## config.mk

```make
export PLATFORM = sky130hd
export DESIGN_NAME = fetch_stage
export DESIGN_NICKNAME = d
export VERILOG_FILES = /design/src/rtl/fetch_pkg.sv /design/src/rtl/fetch_pc_reg.sv /design/src/rtl/fetch_stage.sv
export SDC_FILE = /design/constraint.sdc
export NUM_CORES = 1
export LEC_CHECK = 0
export BUFFER_PORTS_ARGS = -buffer_cell sky130_fd_sc_hd__buf_2
export CORE_MARGIN = 5
export CORE_UTILIZATION = 41
export DETAILED_ROUTE_END_ITERATION = 16
export PLACE_DENSITY = 0.85
export SETUP_SLACK_MARGIN = 0.1
export SYNTH_ARGS = -nofsm -noshare
export SYNTH_HDL_FRONTEND = slang
export SYNTH_HIERARCHICAL = 1
export SYNTH_SLANG_ARGS = --single-unit
export TNS_END_PERCENT = 1
```

## constraint.sdc

```tcl
create_clock -name clk -period 3.15 [get_ports clk]
set_clock_uncertainty 0.05 [all_clocks]
set_input_delay 0.315 -clock clk [delete_from_list [all_inputs] [get_ports clk]]
set_output_delay 0.315 -clock clk [all_outputs]
set_load 0.005 [all_outputs]
```

## src/rtl/fetch_pkg.sv

```systemverilog
// Shared definitions for the fetch stage: FSM state encoding and default PC parameters.
package fetch_pkg;

   typedef enum logic [1:0] {
      StBoot = 2'd0,
      StRun  = 2'd1,
      StHalt = 2'd2
   } fetch_state_e;

   localparam logic [31:0] FETCH_RESET_PC = 32'h0040_0000;
   localparam int unsigned FETCH_PC_STEP  = 4;

endpackage

```

## src/rtl/fetch_pc_reg.sv

```systemverilog
// Program counter register: redirect load has priority over increment, otherwise holds.
module fetch_pc_reg
   import fetch_pkg::*;
#(
   parameter int unsigned    DW       = 32,
   parameter logic [DW-1:0]  RESET_PC = DW'(FETCH_RESET_PC),
   parameter int unsigned    PC_STEP  = FETCH_PC_STEP
) (
   input  logic          clk,
   input  logic          reset,
   input  logic          load,
   input  logic [DW-1:0] load_pc,
   input  logic          inc,
   output logic [DW-1:0] pc
);

   logic [DW-1:0] pc_q, pc_d;

   always_comb begin
      pc_d = pc_q;
      if (load) begin
         pc_d = load_pc;
      end else if (inc) begin
         // Wrap past the top of the address space is intentional and silent.
         pc_d = pc_q + DW'(PC_STEP);
      end
   end

   always_ff @(posedge clk) begin
      if (!reset) begin
         pc_q <= RESET_PC;
      end else begin
         pc_q <= pc_d;
      end
   end

   assign pc = pc_q;

endmodule

```

## src/rtl/fetch_stage.sv

```systemverilog
// Instruction fetch stage sharing one memory port between fetch and execute stores.
// Optional perf counters (fetch_count_o, stall_count_o) enabled by defining FETCH_PERF_CNT_EN.
module fetch_stage
   import fetch_pkg::*;
#(
   parameter int unsigned    DW       = 32,
   parameter logic [DW-1:0]  RESET_PC = DW'(FETCH_RESET_PC),
   parameter int unsigned    PC_STEP  = FETCH_PC_STEP
) (
   input  logic          clk,
   input  logic          reset,
   output logic [DW-1:0] Address_o,
   output logic          Write_Enable_o,
   output logic [DW-1:0] Write_Data_o,
   input  logic [DW-1:0] Instruction_i,
   input  logic          store_req_i,
   input  logic [DW-1:0] store_addr_i,
   input  logic [DW-1:0] store_data_i,
   output logic          store_ack_o,
   input  logic          redirect_i,
   input  logic [DW-1:0] redirect_pc_i,
   input  logic          halt_i,
   output logic [DW-1:0] instr_o,
   output logic [DW-1:0] pc_o,
   output logic          instr_valid_o,
   input  logic          instr_ready_i
`ifdef FETCH_PERF_CNT_EN
   ,
   output logic [31:0]   fetch_count_o,
   output logic [31:0]   stall_count_o
`endif
);

   fetch_state_e  state_q, state_d;
   logic [DW-1:0] pc;
   logic [DW-1:0] ir_q;
   logic [DW-1:0] ir_pc_q;
   logic          valid_q;
   logic          store_go;
   logic          fetch_ok;

   fetch_pc_reg #(
      .DW       (DW),
      .RESET_PC (RESET_PC),
      .PC_STEP  (PC_STEP)
   ) u_pc_reg (
      .clk     (clk),
      .reset   (reset),
      .load    (redirect_i),
      .load_pc (redirect_pc_i),
      .inc     (fetch_ok),
      .pc      (pc)
   );

   // Stores are suppressed while reset is asserted so memory is never written then.
   assign store_go = store_req_i & reset;

   assign fetch_ok = (state_q == StRun) & ~store_req_i & ~halt_i & ~redirect_i &
                     (~valid_q | instr_ready_i);

   always_comb begin
      Address_o      = pc;
      Write_Enable_o = 1'b0;
      Write_Data_o   = '0;
      store_ack_o    = 1'b0;
      if (store_go) begin
         Address_o      = store_addr_i;
         Write_Enable_o = 1'b1;
         Write_Data_o   = store_data_i;
         store_ack_o    = 1'b1;
      end
   end

   always_comb begin
      state_d = state_q;
      case (state_q)
         StBoot:  state_d = StRun;
         StRun:   if (halt_i && !redirect_i) state_d = StHalt;
         StHalt:  if (redirect_i || !halt_i) state_d = StRun;
         default: state_d = StBoot;
      endcase
   end

   always_ff @(posedge clk) begin
      if (!reset) begin
         state_q <= StBoot;
      end else begin
         state_q <= state_d;
      end
   end

   // Redirect flushes the IR even when decode is ready in the same cycle.
   always_ff @(posedge clk) begin
      if (!reset) begin
         ir_q    <= '0;
         ir_pc_q <= '0;
         valid_q <= 1'b0;
      end else if (redirect_i) begin
         valid_q <= 1'b0;
      end else if (fetch_ok) begin
         ir_q    <= Instruction_i;
         ir_pc_q <= pc;
         valid_q <= 1'b1;
      end else if (valid_q && instr_ready_i) begin
         valid_q <= 1'b0;
      end
   end

   assign instr_o       = ir_q;
   assign pc_o          = ir_pc_q;
   assign instr_valid_o = valid_q;

`ifdef FETCH_PERF_CNT_EN
   logic [31:0] fetch_count_q;
   logic [31:0] stall_count_q;

   always_ff @(posedge clk) begin
      if (!reset) begin
         fetch_count_q <= '0;
         stall_count_q <= '0;
      end else begin
         if (fetch_ok) begin
            fetch_count_q <= fetch_count_q + 32'd1;
         end
         if ((state_q == StRun) && !fetch_ok && !halt_i) begin
            stall_count_q <= stall_count_q + 32'd1;
         end
      end
   end

   assign fetch_count_o = fetch_count_q;
   assign stall_count_o = stall_count_q;
`endif

endmodule

```

== Word level (Yosys, flattened, before mapping) ==
Cells that the tools add are included.

* $add $sub $neg: 1
* Equal/unequal tests: 4
* Mux-type cells: 10
* Bitwise logic cells: 11
* Reduce and logical (&&, ||, !) cells: 11

{| class="wikitable"
|+ Operator list
! cell !! count
|-
| two-way mux 32 bit || 4
|-
| adder 32 x 3 -> 32 bit, second input constant || 1
|-
| case mux 2 bit (3 select lines) || 1
|-
| AND 1 bit || 5
|-
| NOT 1 bit || 5
|-
| two-way mux 2 bit || 2
|-
| AND reduction 2 bit || 2
|-
| nonzero test 2 bit || 2
|-
| two-way mux 1 bit || 3
|-
| == test 2 x 1 -> 1 bit, second input constant || 1
|-
| == test 2 bit, second input constant || 1
|-
| logical AND 1 bit || 2
|-
| zero test 1 bit || 2
|-
| zero test 2 bit || 1
|-
| inequality test 2 x 1 -> 1 bit, second input constant || 1
|-
| inequality test 2 bit, second input constant || 1
|-
| OR reduction 2 bit || 1
|-
| logical OR 1 bit || 1
|-
| OR 1 bit || 1
|}

* Register bits: 99
* Bits of input ports: 134
* Output and inout bits: 131
* Word-level logic and storage cells: 42

== Logic depth before layout (Yosys ltp) ==
* Word-level depth: 7
* Depth in mapped cells: 9
* Depth with buffers taken out: 6

== Hierarchy ==
Netlist, hierarchy kept.

{| class="wikitable"
|+ By module, submodules not included
! module !! times used !! cells each !! area each (µm²) !! sequential area each (µm²)
|-
| fetch_stage || 1 || 368 || 3,334.4 || 1,341.3
|-
| fetch_pc_reg || 1 || 223 || 1,798.0 || 640.6
|}

== Worst setup path after synthesis ==
OpenSTA, ideal clock, no wires.

* Path type: reg2reg
* Start: register state_q[1]
* End: register u_pc_reg.pc_q[19], in the netlist u_pc_reg/pc[19]
* Library setup time: 74 ps
* Arrival: 2,841 ps
* Data required time: 3,026 ps
* Path slack: 185 ps
* Stages on the path, launching flop included: 9
* Buffers on the path: 2
* Period minus slack after synthesis: 2,965 ps
* Cells stage by stage: dfxtp_1 or4b_4 nor3b_2 buf_4 buf_4 nand2_1 or4_1 or4_2 a31oi_1

* Longest elaborated chain between the ends: 6

{| class="wikitable"
|+ Ends and longest elaborated chain
! what !! RTL line !! RTL
|-
| from (decl) || fetch_stage.sv:34 || <nowiki>fetch_state_e state_q, state_d;</nowiki>
|-
| from (signal assigned) || fetch_stage.sv:86 || <nowiki>state_q <= StBoot;</nowiki>
|-
| from (signal assigned) || fetch_stage.sv:88 || <nowiki>state_q <= state_d;</nowiki>
|-
| == test 2 x 1 -> 1 bit || fetch_stage.sv:58 || <nowiki>assign fetch_ok = (state_q == StRun) & ~store_req_i & ~halt_i & ~redirect_i &</nowiki>
|-
| AND 1 bit (4 in series) || fetch_stage.sv:58 ||
|-
| via fetch_ok || fetch_stage.sv:40 || <nowiki>logic fetch_ok;</nowiki>
|-
| nonzero test 2 bit (no source line) || n/a ||
|-
| to (signal assigned) || fetch_pc_reg.sv:33 || <nowiki>pc_q <= pc_d;</nowiki>
|-
| to (decl) || fetch_pc_reg.sv:17 || <nowiki>logic [DW-1:0] pc_q, pc_d;</nowiki>
|}

The timed path passes the listed nets, and every way through them passes these cells.
A chain may end at the register's enable or synchronous reset.

== Worst setup path after layout ==
* Start: register state_q[1]
* End: register u_pc_reg.pc_q[30], in the netlist u_pc_reg/pc[30]

* Longest elaborated chain between the ends: 6

{| class="wikitable"
|+ Ends and longest elaborated chain
! what !! RTL line
|-
| == test 2 x 1 -> 1 bit || fetch_stage.sv:58
|-
| AND 1 bit (4 in series) || fetch_stage.sv:58
|-
| nonzero test 2 bit (no source line) || n/a
|}

Every way passes these cells.

==> qor.yml <==
synth_seq_cells: 99
stdcell_area_um2: 6790
wl_um: 16300
antenna_found_initial: 0
hp-class: "in -> reg"
synth_fp_nets: 726
portBuffers: 264
ioPinCount: 265
drtPass1Iterations: 6
synth_warnings: 6
final_common_cell: "buf_2"
gp_congestion: 0.923
wl_per_cell_um: 16.3
ys_types: 49
synthArstFlopShare_pct: 0
worstHoldStart: "Instruction_i[28]"
fin_crit_sh_pct: 89.8
synth-edff-count: 0
r2r_cells: 6
worstSetupEndpointType: "flop"
hold_viol_final: 0
rsz0062_at_grt: "no"
cts_root_buffer: "clkbuf_16"
fin_nets: 965
status: "completed"
whs_ns: 0.170
die_h_um: 122
dpl_cell_area_um2: 6470
final_cell_mix: "buf_2, nand2_1, dfxtp_1"
cap_violations: 0
hpwl_um: 12300
drcViolationCount: 0
cts_made_buffers: 9
drtIter0Drc: 454
ys.flop_type: "dfxtp_1"
route.antenna.remaining_nets: 0
place_ws_ns: 0.267
cts_tree: "built"
die_w_um: 122
whs_path_depth: 3
holdPathEnd: "instr_o[28]$_SDFFE_PN0P_"
clock-sinks: 99
vias: 5195
timing.rr.start: "state_q[1]$_SDFFE_PN0P_"
fillers: 1133
clk_pin_slew_worst_paths_ns: 0.07
crit_arrival_ns: 3.04
reg2reg_to: "u_pc_reg/pc[30]$_SDFFE_PN0N_"
drv_slew: 0
start_kind: "flop"
ctsLongestPathBuffers: 2
hold_buffers: 0
synthToLayoutAreaGrowth_pct: 32.3
worst_slack_ns: 0.321
syn_avg_cell_area_um2: 8.68
clkLatencyLatePin_ns: 0.34
initial_core_util_pct: 42.2
tightest_slew_ns: 0.974
core_area_um2: 12200
path_class: "reg -> reg"
cts_setup_buffers: 0
grt_max_degree: 106
first_global_vias: 4913
grt.overflow.total: 0
setup_viol_count_final: 0
power_leakage_nw: 3.17
power_mw: 2.90
grt_pass1_wl_um: 24800
maxSlewHeadroom_pct: 35.1
grt_usage_pct: 20.9
cts_resized: 0
synth_area_um2: 5130
drive_gt1_share_pct: 39.1
power_density_nw_per_um2: 427
cts_max_level: 3
yosysSeqAreaShare_pct: 38.6
finalCriticalPeriod_ns: 2.83
rows: 40
netlist_instances: 591
fmax_ghz: 0.353
peakVddDrop_mv: 0.236
crit_fanout: 10
cp.required_ns: 3.36
die-area_um2: 14900
vias_per_cell: 5.18
setup_tns_ns: 0
r2r_slack_ns: 0.32
[critical path, cell delays in order, from the launching register on]
cell	delay, ns
dfxtp_1	0.33
or4b_4	0.56
nor3b_4	0.32
nand2_1	0.14
or4_1	0.67
or4_1	0.52
a31oi_1	0.17
[synthesized netlist by cell type, drive strengths merged, types with 9 or more instances]
cell,instances,area (um2)
o21ai,19,95.1
nand4,15,100
and3,38,238
nor2,16,60.1
mux2,32,360
nand2,142,533
a21oi,11,55.1
nand3,10,50.1
xnor2,9,78.8
clkbuf,33,124
buf,14,158
nor3,9,45.0
dfxtp,99,1980
mux2i,69,691
[state kept, by name, summed over array words and instances, names as in the netlist]
signal,cells
instr_o,32
pc_o,32
state_q,2
instr_valid_o,1
u_pc_reg/pc,32
[cell families after synthesis]
group                    share of synthesized area, %
AND/OR/NAND/NOR                                  25.2
buffers and inverters                            5.85
multiplexers                                     20.5
XOR/XNOR                                         2.22
adder cells (fa/ha/maj)                         0.244
AO/OA/AOI/OAI                                    7.41
flip-flops                                       38.6
[report_power, final]
part / switching (mW) / internal (mW)
Sequential: 0.0620 / 1.29
Combinational: 0.193 / 0.203
Clock: 0.448 / 0.699
[how the worst max path moves through the flow]
stage / from / end / slack (ns)
after floorplan: state_q[1]$_SDFFE_PN0P_ / u_pc_reg/pc[19]$_SDFFE_PN0N_ / 0.18
after global placement: store_req_i / u_pc_reg/pc[30]$_SDFFE_PN0N_ / 0.29
after detailed placement: store_req_i / u_pc_reg/pc[30]$_SDFFE_PN0N_ / 0.27
after CTS: state_q[0]$_SDFFE_PN0P_ / u_pc_reg/pc[30]$_SDFFE_PN0N_ / 0.33
after global routing: state_q[0]$_SDFFE_PN0P_ / u_pc_reg/pc[28]$_SDFFE_PN0N_ / 0.17
final: state_q[1]$_SDFFE_PN0P_ / u_pc_reg/pc[30]$_SDFFE_PN0N_ / 0.32
[per-stage QoR]
step	util (%)	std cells
after floorplan	-	591
after global placement	53.2	987
after detailed placement	53.2	987
after CTS	55.8	1002
after global routing	55.8	1002
final	55.8	1003
[cell type report]
type | count | area, um2 | area share (%)
diodes | 1 | 2.50 | 0.0368
clock buffers | 14 | 284 | 4.18
clock inverters | 1 | 30.0 | 0.442
inverters | 5 | 18.8 | 0.276
multi-input cells | 440 | 2860 | 42.1
flip-flops and latches | 99 | 1980 | 29.2
well taps | 168 | 210 | 3.10
repair buffers | 275 | 1410 | 20.7
[routing by layer]
metal / GRT usage, % / vias to the layer above / share of wire (%)
li1: - / 2565 / -
met1: 27.8 / 2382 / 44
met2: 33.8 / 214 / 47
met3: 3.48 / 34 / 7.2
met4: 8.33 / 0 / 2.6
met5: 0 / - / 0
Power figures use the tool's default switching activity.
